### src/rtl/packet_write_scheduler.sv
// Merges two packetised word sources onto one FIFO write port. Each packet is
// framed by a header word and an end flag, and FIFO space is reserved so no word is ever dropped.
module packet_write_scheduler #(
    parameter int          FIFO_DEPTH    = 256,
    parameter int          MAX_PKT_WORDS = 64,
    parameter logic [7:0]  HEADER_MAGIC  = 8'hA5
) (
    input  logic        clk,
    input  logic        rst,
    input  logic        enable,
    input  logic        s0_valid,
    input  logic [31:0] s0_data,
    input  logic        s0_last,
    output logic        s0_ready,
    input  logic        s1_valid,
    input  logic [31:0] s1_data,
    input  logic        s1_last,
    output logic        s1_ready,
    output logic        fifo_write_en,
    output logic [31:0] fifo_write_data,
    output logic        fifo_packet_end_flag,
    input  logic [8:0]  fifo_count,
    output logic        busy,
    output logic        active_src,
    output logic [15:0] seq_num,
    output logic        overlength_err
);

    localparam logic [9:0] DEPTH_W  = 10'(FIFO_DEPTH);
    localparam logic [7:0] LAST_IDX = 8'(MAX_PKT_WORDS - 1);

    typedef enum logic [1:0] {
        IDLE,
        HEADER,
        PAYLOAD,
        DRAIN
    } state_t;

    state_t      state_reg;
    logic        grant_reg;
    logic        last_grant_reg;
    logic [15:0] seq_reg;
    logic [7:0]  word_cnt_reg;
    logic        ovl_reg;
    logic        wr_en_reg;
    logic [31:0] wr_data_reg;
    logic        wr_flag_reg;
    logic        pend_d2_reg;

    logic [1:0]  src_valid_vec;
    logic [1:0]  src_last_vec;
    logic [31:0] src_data_vec [2];
    logic [1:0]  ready_vec;

    logic        g_valid;
    logic        g_last;
    logic [31:0] g_data;
    logic        pkt_end;
    logic [1:0]  pend;
    logic [9:0]  space_need;
    logic        space_ok;
    logic        accept_window;
    logic        pref_src;
    logic        pick_src;

    assign src_valid_vec   = {s1_valid, s0_valid};
    assign src_last_vec    = {s1_last, s0_last};
    assign src_data_vec[0] = s0_data;
    assign src_data_vec[1] = s1_data;

    assign g_valid = src_valid_vec[grant_reg];
    assign g_last  = src_last_vec[grant_reg];
    assign g_data  = src_data_vec[grant_reg];
    assign pkt_end = g_last || (word_cnt_reg == LAST_IDX);

    // Words decided in the last two cycles are not yet reflected in fifo_count.
    assign pend       = {1'b0, wr_en_reg} + {1'b0, pend_d2_reg};
    assign space_need = {1'b0, fifo_count} + {8'b0, pend} + 10'd1;
    assign space_ok   = (space_need <= DEPTH_W);

    // Ready is decoded from registered state so a stall takes effect in the same cycle
    // that space runs out; it is forced low while reset is held.
    assign accept_window = ((state_reg == PAYLOAD) && space_ok) || (state_reg == DRAIN);

    generate
        for (genvar gi = 0; gi < 2; gi++) begin : g_ready
            assign ready_vec[gi] = !rst && accept_window && (grant_reg == 1'(gi));
        end
    endgenerate

    assign s0_ready = ready_vec[0];
    assign s1_ready = ready_vec[1];

    assign pref_src = ~last_grant_reg;
    assign pick_src = src_valid_vec[pref_src] ? pref_src : last_grant_reg;

    always_ff @(posedge clk) begin
        if (rst) begin
            state_reg      <= IDLE;
            grant_reg      <= 1'b0;
            last_grant_reg <= 1'b1;
            seq_reg        <= 16'd0;
            word_cnt_reg   <= 8'd0;
            ovl_reg        <= 1'b0;
            wr_en_reg      <= 1'b0;
            wr_data_reg    <= 32'd0;
            wr_flag_reg    <= 1'b0;
            pend_d2_reg    <= 1'b0;
        end else begin
            wr_en_reg   <= 1'b0;
            wr_flag_reg <= 1'b0;
            pend_d2_reg <= wr_en_reg;
            case (state_reg)
                IDLE: begin
                    if (enable && (s0_valid || s1_valid)) begin
                        grant_reg      <= pick_src;
                        last_grant_reg <= pick_src;
                        state_reg      <= HEADER;
                    end
                end
                HEADER: begin
                    if (space_ok) begin
                        wr_en_reg    <= 1'b1;
                        wr_data_reg  <= {HEADER_MAGIC, 6'b0, 1'b0, grant_reg, seq_reg};
                        word_cnt_reg <= 8'd0;
                        state_reg    <= PAYLOAD;
                    end
                end
                PAYLOAD: begin
                    if (g_valid && space_ok) begin
                        wr_en_reg    <= 1'b1;
                        wr_data_reg  <= g_data;
                        word_cnt_reg <= word_cnt_reg + 8'd1;
                        if (pkt_end) begin
                            wr_flag_reg <= 1'b1;
                            seq_reg     <= seq_reg + 16'd1;
                            // A packet cut at the length limit still needs its tail swallowed.
                            if (!g_last) begin
                                ovl_reg   <= 1'b1;
                                state_reg <= DRAIN;
                            end else begin
                                state_reg <= IDLE;
                            end
                        end
                    end
                end
                DRAIN: begin
                    if (g_valid && g_last) begin
                        state_reg <= IDLE;
                    end
                end
                default: state_reg <= IDLE;
            endcase
        end
    end

    assign fifo_write_en        = wr_en_reg;
    assign fifo_write_data      = wr_data_reg;
    assign fifo_packet_end_flag = wr_flag_reg;
    assign busy                 = (state_reg != IDLE);
    assign active_src           = grant_reg;
    assign seq_num              = seq_reg;
    assign overlength_err       = ovl_reg;

endmodule

### config.mk
export PLATFORM = sky130hd
export DESIGN_NAME = packet_write_scheduler
export DESIGN_NICKNAME = d
export VERILOG_FILES = /design/src/rtl/packet_write_scheduler.sv
export SDC_FILE = /design/constraint.sdc
export NUM_CORES = 1
export LEC_CHECK = 0
export CELL_PAD_IN_SITES_DETAIL_PLACEMENT = 1
export CELL_PAD_IN_SITES_GLOBAL_PLACEMENT = 1
export CORE_MARGIN = 2
export CORE_UTILIZATION = 35
export DETAILED_ROUTE_END_ITERATION = 10
export HOLD_SLACK_MARGIN = 0.1
export PLACE_DENSITY_LB_ADDON = 0.1
export SLEW_MARGIN = 20
export SYNTH_ARGS = -nofsm -noshare
export SYNTH_HDL_FRONTEND = slang
export SYNTH_SLANG_ARGS = --single-unit
export TNS_END_PERCENT = 50
### constraint.sdc
create_clock -name clk -period 8 [get_ports clk]
set_clock_uncertainty 0.1 [all_clocks]
set_input_delay 1.6 -clock clk [delete_from_list [all_inputs] [get_ports clk]]
set_output_delay 1.6 -clock clk [all_outputs]
set_load 0.01 [all_outputs]
Word-level counts from Yosys, hierarchy flattened. Index checks and enable logic that the tools add are counted.

Add/sub/neg operators: 5. $lt $le $gt $ge: 4. Eq/ne operators: 9. Mux-type cells: 27. Bitwise gates (word level): 6. Reduce and logical (&&, ||, !) cells: 20.

Operators with widths (number): $mux W32 (5); $pmux W32 S2 (1); $add A16 B1 Y16 const B (1); $mux W8 (2); $pmux W8 S2 (1); $mux W2 (6); $add A10 B1 Y10 const B (1); $add A9 B2 Y10 (1); $le A10 B9 Y1 const B (1); $mux W1 (10); $add A8 B1 Y8 const B (1); $eq A8 B6 Y1 const B (1); $pmux W2 S4 (1); $logic_and A1 B1 Y1 (7); $ne A2 B2 Y1 const B (3); $reduce_and A3 Y1 (2); $not A1 Y1 (5); $reduce_and A5 Y1 (1); $eq A2 B2 Y1 const B (2); $lt A1 B2 Y1 const B (2); $ne A2 B1 Y1 const B (2); $reduce_and A4 Y1 (1); $reduce_bool A2 Y1 (2); $logic_or A1 B1 Y1 (3); other kinds (9) (9).

Flip-flop bits (word level): 64. Input port bits: 80. Output and inout port bits: 55. Word-level logic and storage cells: 81.

Depth between registers and ports, before layout.
Word-level depth: 8. Mapped depth: 14. Mapped depth without buffers: 12.

Least setup slack after synthesis. No wires, ideal clock.

Path kind: in2out. From: input port fifo_count[0]. To: output port s1_ready. Arrival time: 3688 ps. Data required time: 6300 ps. Path slack: 2612 ps. Cell stages on the path: 10. Buffers on the path: 1. Path through: ha_1 inv_1 fa_1 nand2b_1 or3_4 mux2_4 clkbuf_1 nand2_1 a21oi_1 nor3b_1.

Longest elaborated chain between the ends: 7.

Ends and longest elaborated chain: from (decl) (RTL line 22) `input logic [8:0] fifo_count,`; $add A9 B2 Y10 (RTL line 78) `assign space_need = {1'b0, fifo_count} + {8'b0, pend} + 10'd1;`; $add A10 B1 Y10 (RTL line 78); $le A10 B9 Y1 (RTL line 79) `assign space_ok = (space_need <= DEPTH_W);`; $logic_and A1 B1 Y1 (RTL line 83) `assign accept_window = ((state_reg == PAYLOAD) && space_ok) || (state_reg == DRAIN);`; $logic_or A1 B1 Y1 (RTL line 83); $logic_and A1 B1 Y1 (2 in a row) (RTL line 87) `assign ready_vec[gi] = !rst && accept_window && (grant_reg == 1'(gi));`; to (decl) (RTL line 18) `output logic s1_ready,`.

No other way between the ends.

Worst setup path after layout. Same ends and word-level chain as after synthesis.

==> flow_summary.json <==
{
  "die_h_microns": 107,
  "ys_ff_latch": 64,
  "grt_usage_pct": 20.3,
  "synth_top_cell_area_share_pct": 34.4,
  "clock-sinks": 64,
  "clk_latency_ps": 340,
  "max-cap-violations": 0,
  "ios": 135,
  "p_leak_nw": 1.81,
  "core.rowCount": 37,
  "status": "complete, no violations",
  "critical_path.max_fanout": 17,
  "irDropWorstVdd_mv": 0.122,
  "wire_per_inst_microns": 16.9,
  "synthToLayoutAreaGrowth_pct": 44.6,
  "ctsResizeCount": 0,
  "root_buffer": "clkbuf_8",
  "grt_max_degree": 91,
  "power_mw": 1.05,
  "synth_edf_count": 0,
  "critical_path_class": "in -> out",
  "antenna_found_initial": 0,
  "holdCritPathClass": "reg -> reg",
  "n_antenna_cell": 0,
  "worst_slew_pin_slew_ps": 912,
  "dr.pass1.iters": 4,
  "critPathRequiredTime_ps": 6300,
  "fp.dieW_microns": 107,
  "fmax_ghz": 0.159,
  "multiInputGateArea_sq_um": 2250,
  "syn_inst": 432,
  "place_congestion": 0.838,
  "place_area_sq_um": 5150,
  "initial_core_util_pct": 36.1,
  "netlist_top_cells_count": "dfxtp_1, a21oi_1, nor2_1, nand3_1, clkbuf_1",
  "cpMaxStageDelayCell": "clkdlybuf4s50_1",
  "ys_seq_area_share_pct": 34.4,
  "htreeDepth": 3,
  "cts_tree": "built",
  "port_buffers": 134,
  "post-synth-top-count-cell": "dfxtp_1",
  "synthArstFlopShare_pct": 0,
  "via_count": 3712,
  "critPathLaunchType": "input pin",
  "cp_top_family": "buffers and inverters",
  "finalHoldViolations": 0,
  "path_clk_slew_ps": 70,
  "postCtsSetupRepairBufs": 0,
  "yosys.cell_types.count": 57,
  "drt_iter0_markers": 237,
  "core_area_sq_um": 10300,
  "cts_buffers": 9,
  "cts_hold_buf": 0,
  "syn_nets": 522,
  "finalCritPeriodShare_pct": 78.5,
  "grt_pass1_vias": 3686,
  "setup_tns_ps": 0,
  "setup_violations": 0,
  "cpMostUsedCell": "clkdlybuf4s50_1",
  "stdcell_area_sq_um": 5390,
  "synth_top_area_cell": "dfxtp_1",
  "register_area_sq_um": 1280,
  "clk_path_buf_depth": 2,
  "synthTopCellsByArea": "dfxtp_1, a21oi_1, mux2i_1",
  "yosys_warnings": 0,
  "avgSynthCellArea_sq_um": 8.63,
  "nNetsFinal": 640,
  "p_per_area_nw_per_um2": 195,
  "syn_area_sq_um": 3730,
  "crit_path_end_kind": "primary output",
  "fillCellCount": 1223,
  "maxSlewHeadroom_pct": 39.2,
  "route.detailed.drc": 0,
  "cpPeakStageDelay_ps": 570,
  "cp_num_buf_inv": 3,
  "grt_pass1_wl_mm": 18.6,
  "drive_above_1_share_pct": 10.1,
  "vias_per_cell": 5.38,
  "arrival_ps": 4580,
  "grt-ovfl-total": 0,
  "slew_violations": 0,
  "yosys_most_used_dff": "dfxtp_1",
  "antenna_left": 0,
  "path_cells": "clkdlybuf4s50_1 -> ha_1 -> inv_1 -> fa_1 -> nand2b_1 -> or3_4 -> mux2_4 -> nand2_1 -> a21oi_1 -> nor3b_1 -> clkdlybuf4s50_1",
  "die-area_sq_um": 11500,
  "drt-total-wl_mm": 11.6,
  "largest_reg_flops": 32,
  "hpwl_mm": 8.29,
  "period_minus_slack_ps": 6280,
  "grt_setup_unrepaired": "no"
}
## layout make-up
cell class / instances / share of cell area [%]
Clock buffer: 13 / 3.32
Timing Repair Buffer: 140 / 25.6
Sequential cell: 64 / 23.8
Clock inverter: 2 / 1.11
Inverter: 18 / 1.25
Tap cell: 136 / 3.16
Multi-Input combinational cell: 317 / 41.8
## worst min-delay path: stages, from the launching register on
cell and delay [ps]:
dfxtp_1 310, inv_1 70, nor2_1 40
## report_power, final
| part | total [mW] | internal, mW | switching, mW |
|---|---|---|---|
| logic | 0.364 | 0.144 | 0.220 |
| registers | 0.353 | 0.340 | 0.0135 |
| clock network | 0.333 | 0.208 | 0.125 |
| total | 1.05 | 0.692 | 0.359 |
## final timing paths
kind                      start                  end  slack, ps  depth (start not counted)
hold reg to reg   fifo_write_en          pend_d2_reg        360                          2
hold / removal    fifo_write_en          pend_d2_reg        360                          2
setup / recovery  fifo_count[0]             s1_ready       1720                         11
setup reg to reg  fifo_write_en  fifo_write_data[16]       4060                         13
## metrics by stage
stage	hold WS, ps	setup WS, ps	instances	util [%]
finish	361	1720	690	52.2
global route	393	1480	690	52.2
CTS	370	1710	690	52.2
detailed placement	361	1720	675	49.9
global placement	350	1760	675	49.9
floorplan	360	2610	432	-
## cell usage in the layout (no fill, tap or decap), types with 10 or more instances in the layout
master	Yosys	routed
a21oi_1	49	49
inv_1	18	18
clkdlybuf4s50_1	0	133
o31ai_2	10	10
nand4b_1	17	17
clkbuf_8	0	13
nand2_1	18	18
nor2_1	40	40
mux2i_1	24	24
mux2_2	14	14
dfxtp_1	64	63
nand3_1	39	39
## cells by family after synthesis
family / Yosys count / synth area share, %
AOI/OAI and AO/OA: 113 / 22.6
xor gates and xnor gates: 8 / 1.88
adders and majority gates: 10 / 3.56
buffers and inverters: 51 / 5.40
DFF: 64 / 34.4
muxes: 40 / 11.4
and+or+nand+nor: 146 / 20.8
## metal layers
metal  global-route usage (%)  vias to the layer above  part of all wire [%]
met2                     34.1                       81                    48
met3                     3.59                       13                   4.4
met1                     26.5                     1791                    46
met4                     6.31                        0                   1.3
met5                        0                        -                     0
li1                         -                     1827                     -
Note: power is estimated with default switching activity, not from simulation.
